--- src/rtl/pdp8l_ptp_sequencer.sv ---
// Paper-tape-punch sequencer: captures each punch character into a 16-deep FIFO for the ARM.
// Latency: capture to punch_done is cycles+2 CSTEP clocks (capture clock included); armrdata is combinational.
// Backpressure: a full FIFO parks the punch in STALL until the ARM pops, so characters are never dropped.
module pdp8l_ptp_sequencer #(
  parameter int unsigned DEPTH_LOG2 = 4,
  parameter logic [23:0] DEF_CYCLES = 24'd2000000
) (
  input  logic        CLOCK,
  input  logic        RESET_N,
  input  logic        CSTEP,
  input  logic        punch_busy,
  input  logic [7:0]  punch_char,
  output logic        punch_done,
  input  logic        armwrite,
  input  logic [1:0]  armwaddr,
  input  logic [31:0] armwdata,
  input  logic [1:0]  armraddr,
  output logic [31:0] armrdata
);

  localparam int unsigned DEPTH = 1 << DEPTH_LOG2;
  localparam logic [DEPTH_LOG2:0] FULL_COUNT = (DEPTH_LOG2+1)'(DEPTH);

  typedef enum logic [2:0] {
    S_IDLE    = 3'd0,
    S_STALL   = 3'd1,
    S_PUNCH   = 3'd2,
    S_DONE    = 3'd3,
    S_WAITCLR = 3'd4
  } state_t;

  state_t state_q, state_d;

  logic                  enable;
  logic [23:0]           cycles;
  logic [23:0]           counter;
  logic [7:0]            mem [DEPTH];
  logic [DEPTH_LOG2-1:0] wptr, rptr;
  logic [DEPTH_LOG2:0]   count;
  logic                  overflow;

  logic       empty, full;
  logic       cfg_write, flush, pop, en_now;
  logic       push, push_eff, load, dec, clr;
  logic [7:0] head;
  logic       unused_bits;

  assign empty = (count == '0);
  assign full  = (count == FULL_COUNT);
  assign head  = empty ? 8'h00 : mem[rptr];

  assign cfg_write = armwrite && (armwaddr == 2'd1);
  assign flush     = cfg_write && armwdata[30];
  assign pop       = armwrite && (armwaddr == 2'd3) && !empty;
  // A same-clock ARM write to the enable bit wins over the stored value.
  assign en_now    = cfg_write ? armwdata[31] : enable;
  // A pop in the same clock frees the slot; a flush discards the push.
  assign push_eff  = push && (!full || pop) && !flush;

  assign unused_bits = ^armwdata[29:24];

  // State register.
  always_ff @(posedge CLOCK or negedge RESET_N) begin
    if (!RESET_N) state_q <= S_IDLE;
    else          state_q <= state_d;
  end

  // Next-state and datapath control decode.
  always_comb begin
    state_d = state_q;
    push    = 1'b0;
    load    = 1'b0;
    dec     = 1'b0;
    clr     = 1'b0;
    if (!en_now && state_q != S_IDLE) begin
      state_d = S_IDLE;
      clr     = 1'b1;
    end else begin
      case (state_q)
        S_IDLE: begin
          if (CSTEP && en_now && punch_busy) begin
            if (!full) begin
              push    = 1'b1;
              load    = 1'b1;
              state_d = S_PUNCH;
            end else begin
              state_d = S_STALL;
            end
          end
        end
        S_STALL: begin
          if (CSTEP) begin
            if (!punch_busy) begin
              state_d = S_IDLE;
            end else if (!full) begin
              push    = 1'b1;
              load    = 1'b1;
              state_d = S_PUNCH;
            end
          end
        end
        S_PUNCH: begin
          if (CSTEP) begin
            if (counter == 24'd0) state_d = S_DONE;
            else                  dec     = 1'b1;
          end
        end
        S_DONE:    state_d = S_WAITCLR;
        S_WAITCLR: if (CSTEP && !punch_busy) state_d = S_IDLE;
        default:   state_d = S_IDLE;
      endcase
    end
  end

  // Punch-timing countdown and the registered done pulse.
  always_ff @(posedge CLOCK or negedge RESET_N) begin
    if (!RESET_N) begin
      counter    <= 24'd0;
      punch_done <= 1'b0;
    end else begin
      if (clr)       counter <= 24'd0;
      else if (load) counter <= cycles;
      else if (dec)  counter <= counter - 24'd1;
      punch_done <= (state_d == S_DONE);
    end
  end

  // Configuration register.
  always_ff @(posedge CLOCK or negedge RESET_N) begin
    if (!RESET_N) begin
      enable <= 1'b0;
      cycles <= DEF_CYCLES;
    end else if (cfg_write) begin
      enable <= armwdata[31];
      cycles <= armwdata[23:0];
    end
  end

  // FIFO pointers, occupancy and sticky overflow.
  always_ff @(posedge CLOCK or negedge RESET_N) begin
    if (!RESET_N) begin
      wptr     <= '0;
      rptr     <= '0;
      count    <= '0;
      overflow <= 1'b0;
    end else if (flush) begin
      wptr     <= '0;
      rptr     <= '0;
      count    <= '0;
      overflow <= 1'b0;
    end else begin
      if (push_eff) wptr <= wptr + 1'b1;
      if (pop)      rptr <= rptr + 1'b1;
      count <= count + (DEPTH_LOG2+1)'(push_eff) - (DEPTH_LOG2+1)'(pop);
      if (push && full && !pop) overflow <= 1'b1;
    end
  end

  // FIFO storage; contents need no reset since count gates every read.
  always_ff @(posedge CLOCK) begin
    if (push_eff) mem[wptr] <= punch_char;
  end

  // ARM read mux.
  always_comb begin
    armrdata = 32'h0;
    case (armraddr)
      2'd0: armrdata = 32'h5053_1001;
      2'd1: armrdata = {enable, 7'b0, cycles};
      2'd2: armrdata = {empty, full, overflow, 5'(count), 4'({1'b0, state_q}), 12'b0, head};
      default: armrdata = 32'h0;
    endcase
  end

endmodule

--- config.mk ---
export PLATFORM = sky130hd
export DESIGN_NAME = pdp8l_ptp_sequencer
export DESIGN_NICKNAME = d
export VERILOG_FILES = /design/src/rtl/pdp8l_ptp_sequencer.sv
export SDC_FILE = /design/constraint.sdc
export NUM_CORES = 1
export LEC_CHECK = 0
export ABC_AREA = 1
export CORE_ASPECT_RATIO = 0.7
export CORE_UTILIZATION = 40
export CTS_CLUSTER_DIAMETER = 150
export DETAILED_ROUTE_END_ITERATION = 10
export GPL_ROUTABILITY_DRIVEN = 0
export SKIP_LAST_GASP = 1
export SYNTH_ARGS = -nofsm -noshare
export SYNTH_HDL_FRONTEND = slang
export SYNTH_SLANG_ARGS = --single-unit
--- constraint.sdc ---
create_clock -name CLOCK -period 4.1 [get_ports CLOCK]
set_input_delay 0.82 -clock CLOCK [delete_from_list [all_inputs] [get_ports CLOCK]]
set_output_delay 0.82 -clock CLOCK [all_outputs]
set_load 0.05 [all_outputs]
==> results of run 1 <==
-- cell type report --
type                       count  share of cell area (%)
clock buffer                  18                   3.829
clock inverter                14                   1.418
inverter                      94                   3.148
multi-input combinational    671                   28.92
sequential                   195                   49.34
tap                          312                   3.483
timing repair buffer         107                   9.867
-- flip-flops by register name, summed over array words and instances (netlist names) --
signal / count
punch_done: 1
state_q: 3
mem: 128
rptr: 4
counter: 24
wptr: 4
count: 5
overflow: 1
cycles: 24
enable: 1
-- critical path, cell delays in order --
cell             delay [ps]
clkdlybuf4s50_1         530
clkinv_1                260
nand2_1                 360
nor2_1                   80
clkdlybuf4s50_1         710
-- how the worst max path moves through the flow --
stage                                   start            to  slack (ps)  depth (start not counted)
after floorplan                   armraddr[1]  armrdata[30]         900                          3
after global routing      rptr[1]$_DFFE_PN0P_   armrdata[5]         370                          8
after CTS                         armraddr[0]  armrdata[26]         540                          5
final                             armraddr[0]  armrdata[26]         520                          5
after detailed placement          armraddr[0]  armrdata[26]         540                          5
after global placement            armraddr[0]  armrdata[25]         570                          5
-- per-stage QoR --
stage / area [µm²] / instances / worst slack [ps]
after global routing: 11210 / 1411 / 365.9
final: 11210 / 1411 / 515.5
after detailed placement: 10620 / 1379 / 541.8
after global placement: 10620 / 1379 / 565.7
after floorplan: 9346 / 1003 / 904.5
after CTS: 11210 / 1411 / 535.8
-- power by group --
part / total [W] / switching [W] / internal, W
Sequential: 0.00253 / 0.000237 / 0.00229
Clock: 0.00168 / 0.000807 / 0.000872
Combinational: 0.00255 / 0.00171 / 0.000838
-- logic make-up after synthesis --
logic type               synth area share, %
AND/OR/NAND/NOR                        21.97
flip-flops                             59.16
buffers and inverters                  6.158
adder cells (fa/ha/maj)                1.821
AO/OA/AOI/OAI                          10.05
XOR/XNOR                              0.8433
-- placed cells by master (no fill, tap or decap), drive strengths merged, types with 2 or more instances in the layout --
| master | count |
|---|---|
| nand3b | 2 |
| clkbuf | 18 |
| nand4 | 12 |
| dfrtp | 60 |
| edfxtp | 128 |
| inv | 97 |
| nand2 | 225 |
| a21oi | 25 |
| xor2 | 4 |
| clkdlybuf4s50 | 51 |
| buf | 56 |
| ha | 12 |
| nor3 | 8 |
| o211ai | 40 |
| dfstp | 7 |
| o21ai | 95 |
| nor2 | 151 |
| xnor2 | 5 |
| clkinvlp | 2 |
| nand3 | 84 |
| clkinv | 8 |
| o221ai | 2 |
-- layer usage --
layer  global-route usage (%)  vias up  routed length [µm]
met2                    29.46      191               10030
met4                    4.473        0                 153
met3                    3.572       11                1572
met5                        0        -                   0
met1                    34.66     3531               12750
li1                         -     3541                   -
==> metrics, run 1 <==
top cells by count, synth 221 x nand2_1, 145 x nor2_1, 128 x edfxtp_1; Setup Fix Bufs, Post-CTS 0; Max Root-Sink Buffers 2; P per Cell Area 603.0 mW/mm²; Cells after Synth 1,003; Initial Utilization roughly 41%; CP Data Arrival Time ~2800 ps; total power about 0.0068 W; #FFs+latches synth between 150 and 200; antenna cells 0; Clock Root Buffer clkbuf_16; kind of critical path in2out; HPWL after DPL about 17,000 µm; unrepaired setup endpoints after global routing no; Final Critical Period roughly 3600 ps; worst slew pin tran around 900 ps; TritonCTS clock tree done; DR iter-0 viols about 590; FF-to-FF path depth 17; Post-synth EDFFs roughly 130; Synth area leaders edfxtp_1 41%, dfrtp_1 16%, nand2_1 8.9%; Slew Viols, Final 0; num rows 46; Critical Path End Type output port; Post-DRT Antenna Nets 0; maximum clock rate about 0.28 GHz; area leader, netlist edfxtp_1; vias in the first global route about 6,700; status complete, no violations; largest net degree at the start of global routing between 60 and 70; sequential share of the synthesized area slightly below 60%; Net Count, Synth between 1,000 and 1,500; Total GRT Usage 21.38%; Fin. Hold Viols 0; core area roughly 0.023 mm²; first-pass GRT wire length roughly 38,000 µm; layout cell share with drive strength beyond 1 9.918%; Reg2Reg Launch Point count[3]$_DFF_PN0_; MaxCap Viol Count 0; Hold EP cycles[7]$_DFFE_PN1N_; vias per cell 5.155; CTS buffer count 17; TritonRoute pass-1 iters 5; Clock Latency Late Sink between 400 and 500 ps; Post-Route WL approximately 25,000 µm; hold crit path type reg2reg; synth unique cells 36; Worst Hold Path Cells 2; ys async rst share between 30% and 40%; area occupied by multi-input gates 0.003242 mm²; Max FO, Critical Path 10; Die Footprint ~0.024 mm²; Worst VDD drop between 0.2 and 0.3 mV; fillcell total 2,143; Hold-fix buffers, CTS 0; worst hold slack slightly below 500 ps; die width about 180 µm; Pleak between 4 and 5 nW; Mean Syn Cell Area 9.319 µm²; CP required 3280 ps; area of the mapped netlist between 0.009 and 0.01 mm²; NumNets Final ~1,100; Final Setup Violations 0; Relative slew margins about two fifths; hold path startpoint cycles[7]$_DFFE_PN1N_; top-count cell post-synth nand2_1; antenna violations before repair 0; Core Util, Final 49.18%; Clock Skew about 12 ps; register area approximately 0.0055 mm²; via count 7,274; startpoint types input pin; DR DRC count 0; Synth Flop Type edfxtp_1; Die H between 100 and 150 µm; TritonCTS Sinks about 200; reg2reg end count[4]$_DFF_PN0_; period utilisation layout slightly below 90%; Ys Warns 0; top cell type's share of synthesized area just over 40%; Synth-to-Final Area Change 19.93%; r2r setup slk between 1000 and 1500 ps; Final TNS setup 0 ps; clk slew on worst S/H paths approximately 70 ps; # IOs 82; Post-CTS Resized 0; buffers added on ports 75; GRT overflow 0; WL/cell about 17 µm; H-tree depth 4
Power figures use the tool's default switching activity.
==> run 2: changes to the inputs <==
--- a/config.mk
+++ b/config.mk
@@ -7,10 +7,12 @@
 export LEC_CHECK = 0
 export ABC_AREA = 1
 export CORE_ASPECT_RATIO = 0.7
+export CORE_MARGIN = 5
 export CORE_UTILIZATION = 40
 export CTS_CLUSTER_DIAMETER = 150
 export DETAILED_ROUTE_END_ITERATION = 10
 export GPL_ROUTABILITY_DRIVEN = 0
+export RECOVER_POWER = 50
 export SKIP_LAST_GASP = 1
 export SYNTH_ARGS = -nofsm -noshare
 export SYNTH_HDL_FRONTEND = slang
==> metrics, run 2 (synthesized netlist as in run 1, its figures left out) <==
fillcell total 2,128 (-0.70%); most common cell after layout, fill and taps aside nand2_1; P per Cell Area 607.2 mW/mm² (+0.70%); CTS buffer count 17 (unchanged); largest net degree at the start of global routing 68 (unchanged); antenna cells 0 (unchanged); FF-to-FF path depth 16 (-1); maximum clock rate 0.2749 GHz (-1.5%); failing checks capacitance limit, slew limit; internal power 0.003988 W (-0.39%); r2r setup slk 1280 ps (-30 ps); Clock Root Buffer clkbuf_16; num rows 46 (unchanged); Die H 137.9 µm (+6.2%); Worst VDD drop 0.3745 mV (+34%); via count 7,258 (-0.22%); Max FO, Critical Path 10 (unchanged); Clk pwr share 25.4% (+0.6 points); die width 192.7 µm (+4.3%); Die Footprint 0.02657 mm² (+11%); DR DRC count 0 (unchanged); Synth-to-Final Area Change 19.44%; MaxCap Viol Count 1 (+1); CP required 3280 ps (about the same); area occupied by multi-input gates 0.003232 mm² (-0.31%); vias per cell 5.162 (+0.13%); Total GRT Usage 19.33% (-2.0 points); max FFs per register 128 (unchanged); antenna violations before repair 0 (unchanged); Post-DRT Antenna Nets 0 (unchanged); Clock Skew 13.61 ps (+1.884 ps); NumNets Final 1,143 (-0.44%); switching pwr 0.002791 W (+1.3%); core area 0.02285 mm² (+0.25%); Net Sw Frac 41.17% (+0.40 points); Top Registers mem x128, counter x24, cycles x24; end point of the critical path armrdata[24]; worst slew pin tran 1739 ps (+842.2 ps); period utilisation layout 88.72% (+1.3 points); HPWL after DPL 17,010 µm (+1.1%); vias in the first global route 6,836 (+1.7%); reg2reg end count[4]$_DFF_PN0_; CP Data Arrival Time 2820 ps (+60 ps); clk slew on worst S/H paths 80 ps (about the same); buffers added on ports 75 (unchanged); Final Critical Period 3637 ps (+52.95 ps); status finished, violations left; Setup Fix Bufs, Post-CTS 0 (unchanged); Initial Utilization 40.90% (-0.10 points); Hold-fix buffers, CTS 0 (unchanged); Max Root-Sink Buffers 2 (unchanged); unrepaired setup endpoints after global routing no; Slew Viols, Final 68 (+68); H-tree depth 4 (unchanged); sequential share of power 36.9% (-0.5 points); Reg2Reg Launch Point count[3]$_DFF_PN0_; Final Setup Violations 0 (unchanged); Largest Register mem; Relative slew margins -15.93% (-56 points); TritonCTS Sinks 195 (unchanged); GRT overflow 0 (unchanged); TritonCTS clock tree done; # IOs 82 (unchanged); Clock Latency Late Sink 450 ps (+20 ps); setup ws final 462.5 ps (-52.95 ps); register area 0.005530 mm² (unchanged); Post-Route WL 24,740 µm (+0.98%); first-pass GRT wire length 39,300 µm (+2.5%); Critical Path End Type output port; layout cell share with drive strength beyond 1 9.324% (-0.59 points); commonest non-fill, non-tap cells in the layout 222 x nand2_1, 146 x nor2_1, 128 x edfxtp_1, 93 x o21ai_0, 89 x inv_1; kind of critical path in2out; combinational fraction of design power 37.7% (about the same); startpoint types input pin; Fin. Hold Viols 0 (unchanged); Post-CTS Resized 0 (unchanged); worst slack, placed 481.5 ps (-60.22 ps); TritonRoute pass-1 iters 5 (unchanged); Pleak 4.622 nW (-0.52%); Final TNS setup 0 ps (unchanged); Worst Setup SP armraddr[1]; WL/cell 17.60 µm (+1.3%); hold crit path type reg2reg; DR iter-0 viols 776 (+32%)
-- run 2: cell count changes in the layout (fill, tap and decap cells not counted), moves of 3 or more --
cell             change
clkinv_8             +3
inv_6                +4
buf_4                -7
inv_8                -4
dlygate4sd3_1        +9
clkdlybuf4s50_1      -9
-- run 2: layout make-up --
| type | count | share of cell area, % |
|---|---|---|
| clock buffer | 17 | 3.811 |
| clock inverter | 15 | 1.670 |
| inverter | 94 | 3.161 |
| multi-input combinational | 671 | 28.95 |
| sequential | 195 | 49.54 |
| tap | 312 | 3.497 |
| timing repair buffer | 102 | 9.370 |
-- run 2: power groups by stage --
stage / Combinational, W / Clock [W] / Sequential (W)
finish: 0.00256 / 0.00172 / 0.00250
global route: 0.00288 / 0.00182 / 0.00253
CTS: 0.00255 / 0.00174 / 0.00250
detailed placement: 0.00254 / 0 / 0.00254
global placement: 0.00251 / 0 / 0.00253
floorplan: 0.00185 / 0 / 0.00245
-- run 2: worst max-delay path, cell delays in order --
cell and delay (ps):
clkdlybuf4s50_1 700, nand2_1 300, nor2_1 180, clkdlybuf4s50_1 820
-- run 2: metal layers --
metal / share of wire [%] / vias up / global-route usage (%) / routed length, µm
met5: 0 / - / 0 / 0
met4: 1.3 / 0 / 5.424 / 310
met3: 6.8 / 26 / 2.869 / 1679
met2: 40 / 244 / 25.97 / 9960
met1: 52 / 3458 / 31.86 / 12790
li1: - / 3530 / - / -
-- run 2: how the worst min path moves through the flow --
stage / from / to / slack (ps) / cells after the start
4_1_cts: overflow$_DFFE_PN0P_ / overflow$_DFFE_PN0P_ / 470 / 2
2_1_floorplan: overflow$_DFFE_PN0P_ / overflow$_DFFE_PN0P_ / 440 / 2
5_1_grt: cycles[7]$_DFFE_PN1N_ / cycles[7]$_DFFE_PN1N_ / 510 / 2
6_report: overflow$_DFFE_PN0P_ / overflow$_DFFE_PN0P_ / 470 / 2
3_5_place_dp: overflow$_DFFE_PN0P_ / overflow$_DFFE_PN0P_ / 450 / 2
3_3_place_gp: overflow$_DFFE_PN0P_ / overflow$_DFFE_PN0P_ / 460 / 2
-- run 2: metrics by stage --
stage	util, %	cells	cell area, µm²	hold WS [ps]	total power (W)
detailed placement	46.27	1374	10570	453.8	0.005076
global route	48.86	1406	11160	506.4	0.007227
CTS	48.94	1406	11180	472.9	0.006794
global placement	46.27	1374	10570	461.6	0.005044
finish	48.86	1406	11160	469.7	0.006779
floorplan	-	1003	9346	436.1	0.004309
